$ cat src/rtl/regfile_pkg.sv
// rtl/regfile_pkg.sv - shared constants for the multi-port scoreboarded register file
// Purpose: default geometry, the hardwired-zero register index and named port indices.
package regfile_pkg;

    localparam int DW_DEFAULT     = 32;
    localparam int DEPTH_DEFAULT  = 32;
    localparam int NUM_RD_DEFAULT = 2;
    localparam int NUM_WR_DEFAULT = 2;

    localparam int ZERO_REG = 0;

    // Read ports: rs / rt. Write ports: writeback / late load.
    localparam int RD_RS = 0;
    localparam int RD_RT = 1;
    localparam int WR_WB = 0;
    localparam int WR_LD = 1;

endpackage

$ cat src/rtl/regfile_scoreboard.sv
// rtl/regfile_scoreboard.sv - per-register pending bits with flush/clear/set priority
// Purpose: tracks registers with an in-flight producer and exposes the post-edge
//          pending state of each read address so it can be captured with read data.
// Ports:
//   clk, rst_n              clock, asynchronous active-low reset
//   wr_en, wr_addr          write ports; any write clears the target's pending bit
//   sb_set_en, sb_set_addr  mark a register pending (register 0 ignored)
//   sb_flush                clear every pending bit, overriding a same-cycle set
//   rd_addr                 packed read addresses to look up
//   rd_pend                 pending state each read address will have after this edge
module regfile_scoreboard
    import regfile_pkg::*;
#(
    parameter int DEPTH  = DEPTH_DEFAULT,
    parameter int AW     = $clog2(DEPTH),
    parameter int NUM_RD = NUM_RD_DEFAULT,
    parameter int NUM_WR = NUM_WR_DEFAULT
) (
    input  logic                 clk,
    input  logic                 rst_n,
    input  logic [NUM_WR-1:0]    wr_en,
    input  logic [NUM_WR*AW-1:0] wr_addr,
    input  logic                 sb_set_en,
    input  logic [AW-1:0]        sb_set_addr,
    input  logic                 sb_flush,
    input  logic [NUM_RD*AW-1:0] rd_addr,
    output logic [NUM_RD-1:0]    rd_pend
);

    logic [DEPTH-1:0] pending;
    logic [DEPTH-1:0] pending_nxt;

    // Set is applied after the clears so a newly issued producer survives a
    // retiring write to the same register.
    always_comb begin
        pending_nxt = pending;
        if (sb_flush) begin
            pending_nxt = '0;
        end else begin
            for (int j = 0; j < NUM_WR; j++) begin
                if (wr_en[j]) begin
                    pending_nxt[wr_addr[j*AW +: AW]] = 1'b0;
                end
            end
            if (sb_set_en && (sb_set_addr != AW'(ZERO_REG))) begin
                pending_nxt[sb_set_addr] = 1'b1;
            end
        end
        pending_nxt[ZERO_REG] = 1'b0;
    end

    always_comb begin
        rd_pend = '0;
        for (int i = 0; i < NUM_RD; i++) begin
            rd_pend[i] = pending_nxt[rd_addr[i*AW +: AW]];
        end
    end

    always_ff @(posedge clk or negedge rst_n) begin
        if (!rst_n) begin
            pending <= '0;
        end else begin
            pending <= pending_nxt;
        end
    end

endmodule

$ cat src/rtl/regfile_mp_sb.sv
// rtl/regfile_mp_sb.sv - multi-port register file with write-first bypass and pending scoreboard
// Purpose: ID-stage register file; r0 reads as zero, writes land at the rising edge,
//          reads are registered and return the post-edge value of the addressed register.
// Ports:
//   clk, rst_n                     clock, asynchronous active-low reset
//   rd_en, rd_addr                 per-port read enable and packed addresses
//   rd_data, rd_busy               registered read data and pending flag (held when rd_en=0)
//   wr_en, wr_addr, wr_data        packed write ports; highest index wins on collision
//   sb_set_en, sb_set_addr         mark a register as having an in-flight producer
//   sb_flush                       clear all pending bits
module regfile_mp_sb
    import regfile_pkg::*;
#(
    parameter int DW     = DW_DEFAULT,
    parameter int DEPTH  = DEPTH_DEFAULT,
    parameter int AW     = $clog2(DEPTH),
    parameter int NUM_RD = NUM_RD_DEFAULT,
    parameter int NUM_WR = NUM_WR_DEFAULT
) (
    input  logic                 clk,
    input  logic                 rst_n,
    input  logic [NUM_RD-1:0]    rd_en,
    input  logic [NUM_RD*AW-1:0] rd_addr,
    output logic [NUM_RD*DW-1:0] rd_data,
    output logic [NUM_RD-1:0]    rd_busy,
    input  logic [NUM_WR-1:0]    wr_en,
    input  logic [NUM_WR*AW-1:0] wr_addr,
    input  logic [NUM_WR*DW-1:0] wr_data,
    input  logic                 sb_set_en,
    input  logic [AW-1:0]        sb_set_addr,
    input  logic                 sb_flush
);

    logic [DW-1:0]     regs [DEPTH];
    logic [DW-1:0]     byp  [NUM_RD];
    logic [NUM_RD-1:0] rd_pend;

    regfile_scoreboard #(
        .DEPTH  (DEPTH),
        .AW     (AW),
        .NUM_RD (NUM_RD),
        .NUM_WR (NUM_WR)
    ) u_scoreboard (
        .clk         (clk),
        .rst_n       (rst_n),
        .wr_en       (wr_en),
        .wr_addr     (wr_addr),
        .sb_set_en   (sb_set_en),
        .sb_set_addr (sb_set_addr),
        .sb_flush    (sb_flush),
        .rd_addr     (rd_addr),
        .rd_pend     (rd_pend)
    );

    // Post-edge value per read port: ascending scan so the highest-index
    // matching writer overrides, mirroring the write arbitration below.
    always_comb begin
        for (int i = 0; i < NUM_RD; i++) begin
            byp[i] = regs[rd_addr[i*AW +: AW]];
            for (int j = 0; j < NUM_WR; j++) begin
                if (wr_en[j] && (wr_addr[j*AW +: AW] == rd_addr[i*AW +: AW])) begin
                    byp[i] = wr_data[j*DW +: DW];
                end
            end
            if (rd_addr[i*AW +: AW] == AW'(ZERO_REG)) begin
                byp[i] = '0;
            end
        end
    end

    // Later non-blocking assignments take effect, so the highest write port wins.
    always_ff @(posedge clk or negedge rst_n) begin
        if (!rst_n) begin
            for (int k = 0; k < DEPTH; k++) begin
                regs[k] <= '0;
            end
        end else begin
            for (int j = 0; j < NUM_WR; j++) begin
                if (wr_en[j] && (wr_addr[j*AW +: AW] != AW'(ZERO_REG))) begin
                    regs[wr_addr[j*AW +: AW]] <= wr_data[j*DW +: DW];
                end
            end
        end
    end

    always_ff @(posedge clk or negedge rst_n) begin
        if (!rst_n) begin
            rd_data <= '0;
            rd_busy <= '0;
        end else begin
            for (int i = 0; i < NUM_RD; i++) begin
                if (rd_en[i]) begin
                    rd_data[i*DW +: DW] <= byp[i];
                    rd_busy[i]          <= rd_pend[i];
                end
            end
        end
    end

endmodule
$ cat config.mk
export PLATFORM = sky130hd
export DESIGN_NAME = regfile_mp_sb
export DESIGN_NICKNAME = d
export VERILOG_FILES = /design/src/rtl/regfile_pkg.sv /design/src/rtl/regfile_scoreboard.sv /design/src/rtl/regfile_mp_sb.sv
export SDC_FILE = /design/constraint.sdc
export NUM_CORES = 2
export LEC_CHECK = 0
export BUFFER_PORTS_ARGS = -buffer_cell sky130_fd_sc_hd__buf_2
export CELL_PAD_IN_SITES_DETAIL_PLACEMENT = 1
export CELL_PAD_IN_SITES_GLOBAL_PLACEMENT = 2
export CORE_ASPECT_RATIO = 1.2
export CORE_MARGIN = 4
export CORE_UTILIZATION = 38
export DETAILED_ROUTE_END_ITERATION = 7
export GPL_TIMING_DRIVEN = 0
export MAX_ROUTING_LAYER = met4
export PLACE_DENSITY = 0.83
export SYNTH_ARGS = -nofsm -noshare
export SYNTH_HDL_FRONTEND = slang
export SYNTH_SLANG_ARGS = --single-unit
$ cat constraint.sdc
create_clock -name clk -period 1.59 [get_ports clk]
set_input_delay 0.159 -clock clk [delete_from_list [all_inputs] [get_ports clk]]
set_output_delay 0.159 -clock clk [all_outputs]
set_load 0.03 [all_outputs]
==> qor.csv <==
stage;metric;value;unit
run_status;status;complete, but fails checks;
run_status;violated checks;negative hold slack, max-capacitance violations, max-slew violations, negative setup slack;
timing;Tightest Pin Transition;1.64;ns
final_layout;Fillers;19100;
timing;period utilization;154;%
detailed_routing;via count;67800;
synth;mapped cell area;68100;um2
place;Detail Placement HPWL;322000;um
place;Final GP Congestion;1.03;
timing;Final min period;2.46;ns
power;Gate power share;30.1;%
clock_network;Clk Latency, worst-skew pair;0.85;ns
global_route;GR Overflow Total;0;
timing;Finish-stage setup viols;149;
power;net switching power;39.3;mW
timing;Max Fclk;0.407;GHz
synth;share of the synthesized area in the top cell type;41.2;%
synth;number of synthesized flops with an enable pin;0;
place;Setup WS pre-CTS;-3.03;ns
clock_network;Root Driver;clkbuf_16;
final_layout;Final Core Density;46.8;%
detailed_routing;Post-Route WL;436000;um
global_route;largest net degree at the start of global routing;127;
synth;Mapped Avg Cell Area;10.3;um2
synth;register area share after synthesis;41.2;%
detailed_routing;WL per Instance;45.9;um
global_route;total track usage;47.0;%
clock_network;CTS tree;built;
power;Pleak;34.6;nW
final_layout;design area;83000;um2
synth;Syn. warnings;0;
setup_path;Worst Path Max Fanout;10;
setup_path;CP Launch Type;primary input;
power;Max IR drop VDD;1.11;mV
clock_network;CTS Buffer Depth;3;
die;Initial Util;38.4;%
setup_path;CP Data Required Time;2.29;ns
die;die width;394;um
place;placed inst area;74200;um2
detailed_routing;drt pass-1 iters;5;
timing;RSZ-0062 raised after global routing;true;
detailed_routing;Initial DRC Count;10400;
die;Rows;169;
global_route;initial antenna violation count;26;
die;die area;186000;um2
clock_network;clock slew at the register clock pins of the worst setup and hold paths;0.06;ns
worst_hold_path;Hold Crit Class;in2async;
final_layout;share of cells above drive strength 1;28.7;%
power;Seq pwr share;39.4;%
synth;area leader, netlist;dfrtp_1;
setup_path;CP arrival;3.16;ns
detailed_routing;Via density;7.15;
final_layout;Nets;7157;
timing;Setup Skew;0.0428;ns
place;number of port buffers;112;
job;max cap viols;4;
final_layout;synthesis-to-layout area growth;22.0;%
power;clock share of power;30.5;%
synth;largest cells by area after synthesis;dfrtp_1, mux4_2, mux2i_1, nand2_1, o21ai_0;
synth;Syn Inst Count;6616;
global_route;first-pass GRT wire length;582000;um
clock_network;H-tree depth;4;
timing;fin. max-slew vios;42;
die;IO Pins;163;
synth;Synth async-reset ratio;100;%
synth;Synth Flop Type;dfrtp_1;
synth;#FFs+latches synth;1121;
setup_path;critical path capture point type;flip-flop;
power;switching share of power;36.0;%
power;Design Power;109;mW
timing;Hold Slack;-0.101;ns
detailed_routing;DRC Markers;0;
timing;final hold viol count;133;
die;die height;472;um
synth;post-synthesis net count;6713;
clock_network;clk sinks;1121;
setup_path;WS Path Type;in2reg;
clock_network;total CTS buffers;138;
timing;max_slew headroom;-9.27;%
global_route;vias in the first global route;67800;
timing;final worst slack;-0.865;ns
power;P per Cell Area;1310;nW/um2
power;Power Internal;69.8;mW
detailed_routing;ANT nets after route;0;
synth;synth unique cells;60;
die;core box area;177000;um2
==> flip-flops by register name, indices dropped and copies added (netlist names) <==
signal / flops
regs: 1024
rd_data: 64
rd_busy: 2
u_scoreboard.pending: 31
==> critical path, stage by stage <==
cell and delay, ns:
buf_2 0.15, clkbuf_2 0.62, clkbuf_1 1.05, mux4_2 0.56
mux2i_4 0.32, nand2_1 0.09, o21ai_1 0.10, o21ai_1 0.07
==> per-stage QoR <==
| stage | std cells | hold slack, ns | TNS (ns) |
|---|---|---|---|
| finish | 9488 | -0.101 | -43.84 |
| global route | 9486 | -0.0668 | -40.08 |
| CTS | 9423 | -0.119 | -93.14 |
| detailed placement | 9049 | -0.000868 | -2023.12 |
| global placement | 9036 | 0.452 | - |
| floorplan | 6616 | -0.137 | -42.18 |
==> metal layers <==
layer / vias to the layer above / track usage (%) / wire length, um
met5: - / - / 0
met4: 0 / 44.2 / 54400
met3: 1861 / 11.5 / 44400
met2: 5497 / 66.0 / 184000
met1: 35300 / 54.9 / 153000
li1: 25100 / - / -
==> kinds of logic after synthesis <==
logic type                Yosys count  synth area share (%)
AOI/OAI and AO/OA                1490                  13.1
DFF                              1121                  41.2
buffers and inverters             856                  5.00
xor gates and xnor gates           22                 0.283
and+or+nand+nor                  1958                  11.4
muxes                            1169                  29.0
==> path summary, 6_finish.rpt <==
kind | from | end | slack (ns) | cells after the start
worst max-delay path | rd_addr[2] | rd_data[19]$_DFFE_PN0P_ | -0.87 | 8
max in group asynchronous | rst_n | regs[420]$_DFF_PN0_ | 0.13 | 11
worst max register to register | regs[21]$_DFF_PN0_ | rd_data[53]$_DFFE_PN0P_ | -0.77 | 6
worst min register to register | regs[1007]$_DFF_PN0_ | regs[1007]$_DFF_PN0_ | 0.48 | 1
worst min-delay path | rst_n | regs[764]$_DFF_PN0_ | -0.10 | 7
min in group clk | sb_set_addr[4] | u_scoreboard.pending[11]$_DFF_PN0_ | -0.07 | 3
==> what timing repair did <==
item	in CTS	in global routing
resized for setup	570	289
hold buffers	82	3
setup buffers	52	46
endpoints found under the setup margin	1265	1164
hold endpoints to repair	373	136
gates cloned	3	8
pin swaps	61	34
==> layout by cell type, fill, tap and decap left out, drive strengths merged, types with 5 or more instances in the layout <==
| cell | synthesis | final |
|---|---|---|
| nand4b | 8 | 8 |
| dfrtp | 1121 | 1121 |
| or3 | 6 | 6 |
| xor2 | 18 | 18 |
| o21ai | 634 | 634 |
| mux4 | 644 | 644 |
| and2 | 17 | 17 |
| buf | 209 | 442 |
| nand2b | 19 | 19 |
| mux2i | 525 | 525 |
| a31oi | 273 | 273 |
| or2 | 14 | 14 |
| nand2 | 1182 | 1182 |
| clkbuf | 624 | 817 |
| nor4 | 5 | 5 |
| dlygate4sd3 | 0 | 73 |
| nand3 | 11 | 11 |
| inv | 20 | 28 |
| nor2 | 642 | 642 |
| nor3 | 14 | 14 |
| a21oi | 220 | 220 |
| o32ai | 13 | 13 |
| a221oi | 39 | 39 |
| o22ai | 6 | 6 |
| nor2b | 9 | 9 |
| nand4 | 5 | 5 |
| bufinv | 0 | 7 |
| diode | 0 | 15 |
| a32oi | 81 | 81 |
| a22oi | 195 | 195 |
| clkinv | 3 | 26 |
==> cells in the mapped netlist (3+ instances only) <==
master,number
clkinv_1,3
a21oi_1,220
nand2b_1,19
xor2_1,18
nand3_1,11
nor4_1,5
or2_2,13
a221oi_1,39
inv_1,20
a41oi_1,4
buf_2,114
nand2_1,1182
o22ai_1,6
nor4bb_1,4
or3_1,6
nor2_1,639
o21ai_0,634
mux2i_1,525
dfrtp_1,1121
clkbuf_2,21
nand3b_1,4
a41o_1,4
a32oi_1,81
a31oi_1,273
xnor2_1,4
buf_1,91
a22oi_1,195
o32ai_1,13
o211ai_1,3
nand4_1,5
o221ai_1,4
clkbuf_1,603
nor3b_1,4
nand4bb_1,4
nor2b_1,9
mux4_2,644
and2_1,16
buf_4,3
nand4b_1,8
nor3_1,14
==> power groups by stage <==
stage / registers (mW) / logic (mW) / clock network (mW)
final: 43.0 / 32.9 / 33.3
after global placement: 42.3 / 28.6 / 0
after detailed placement: 42.8 / 29.7 / 0
after global routing: 43.3 / 33.8 / 34.3
after floorplan: 40.7 / 18.4 / 0
after CTS: 42.4 / 31.2 / 33.1
==> layout make-up <==
type | count | area, um2 | share of cell area [%]
multi-input cells | 4639 | 38900 | 46.9
flip-flops and latches | 1121 | 28100 | 33.8
plain buffers | 818 | 5320 | 6.41
clock buffers | 205 | 4080 | 4.91
clock inverters | 40 | 430 | 0.518
inverters | 23 | 92.6 | 0.112
repair buffers | 319 | 3170 | 3.81
well taps | 2308 | 2890 | 3.48
diodes | 15 | 37.5 | 0.0452
Power figures use the tool's default switching activity.
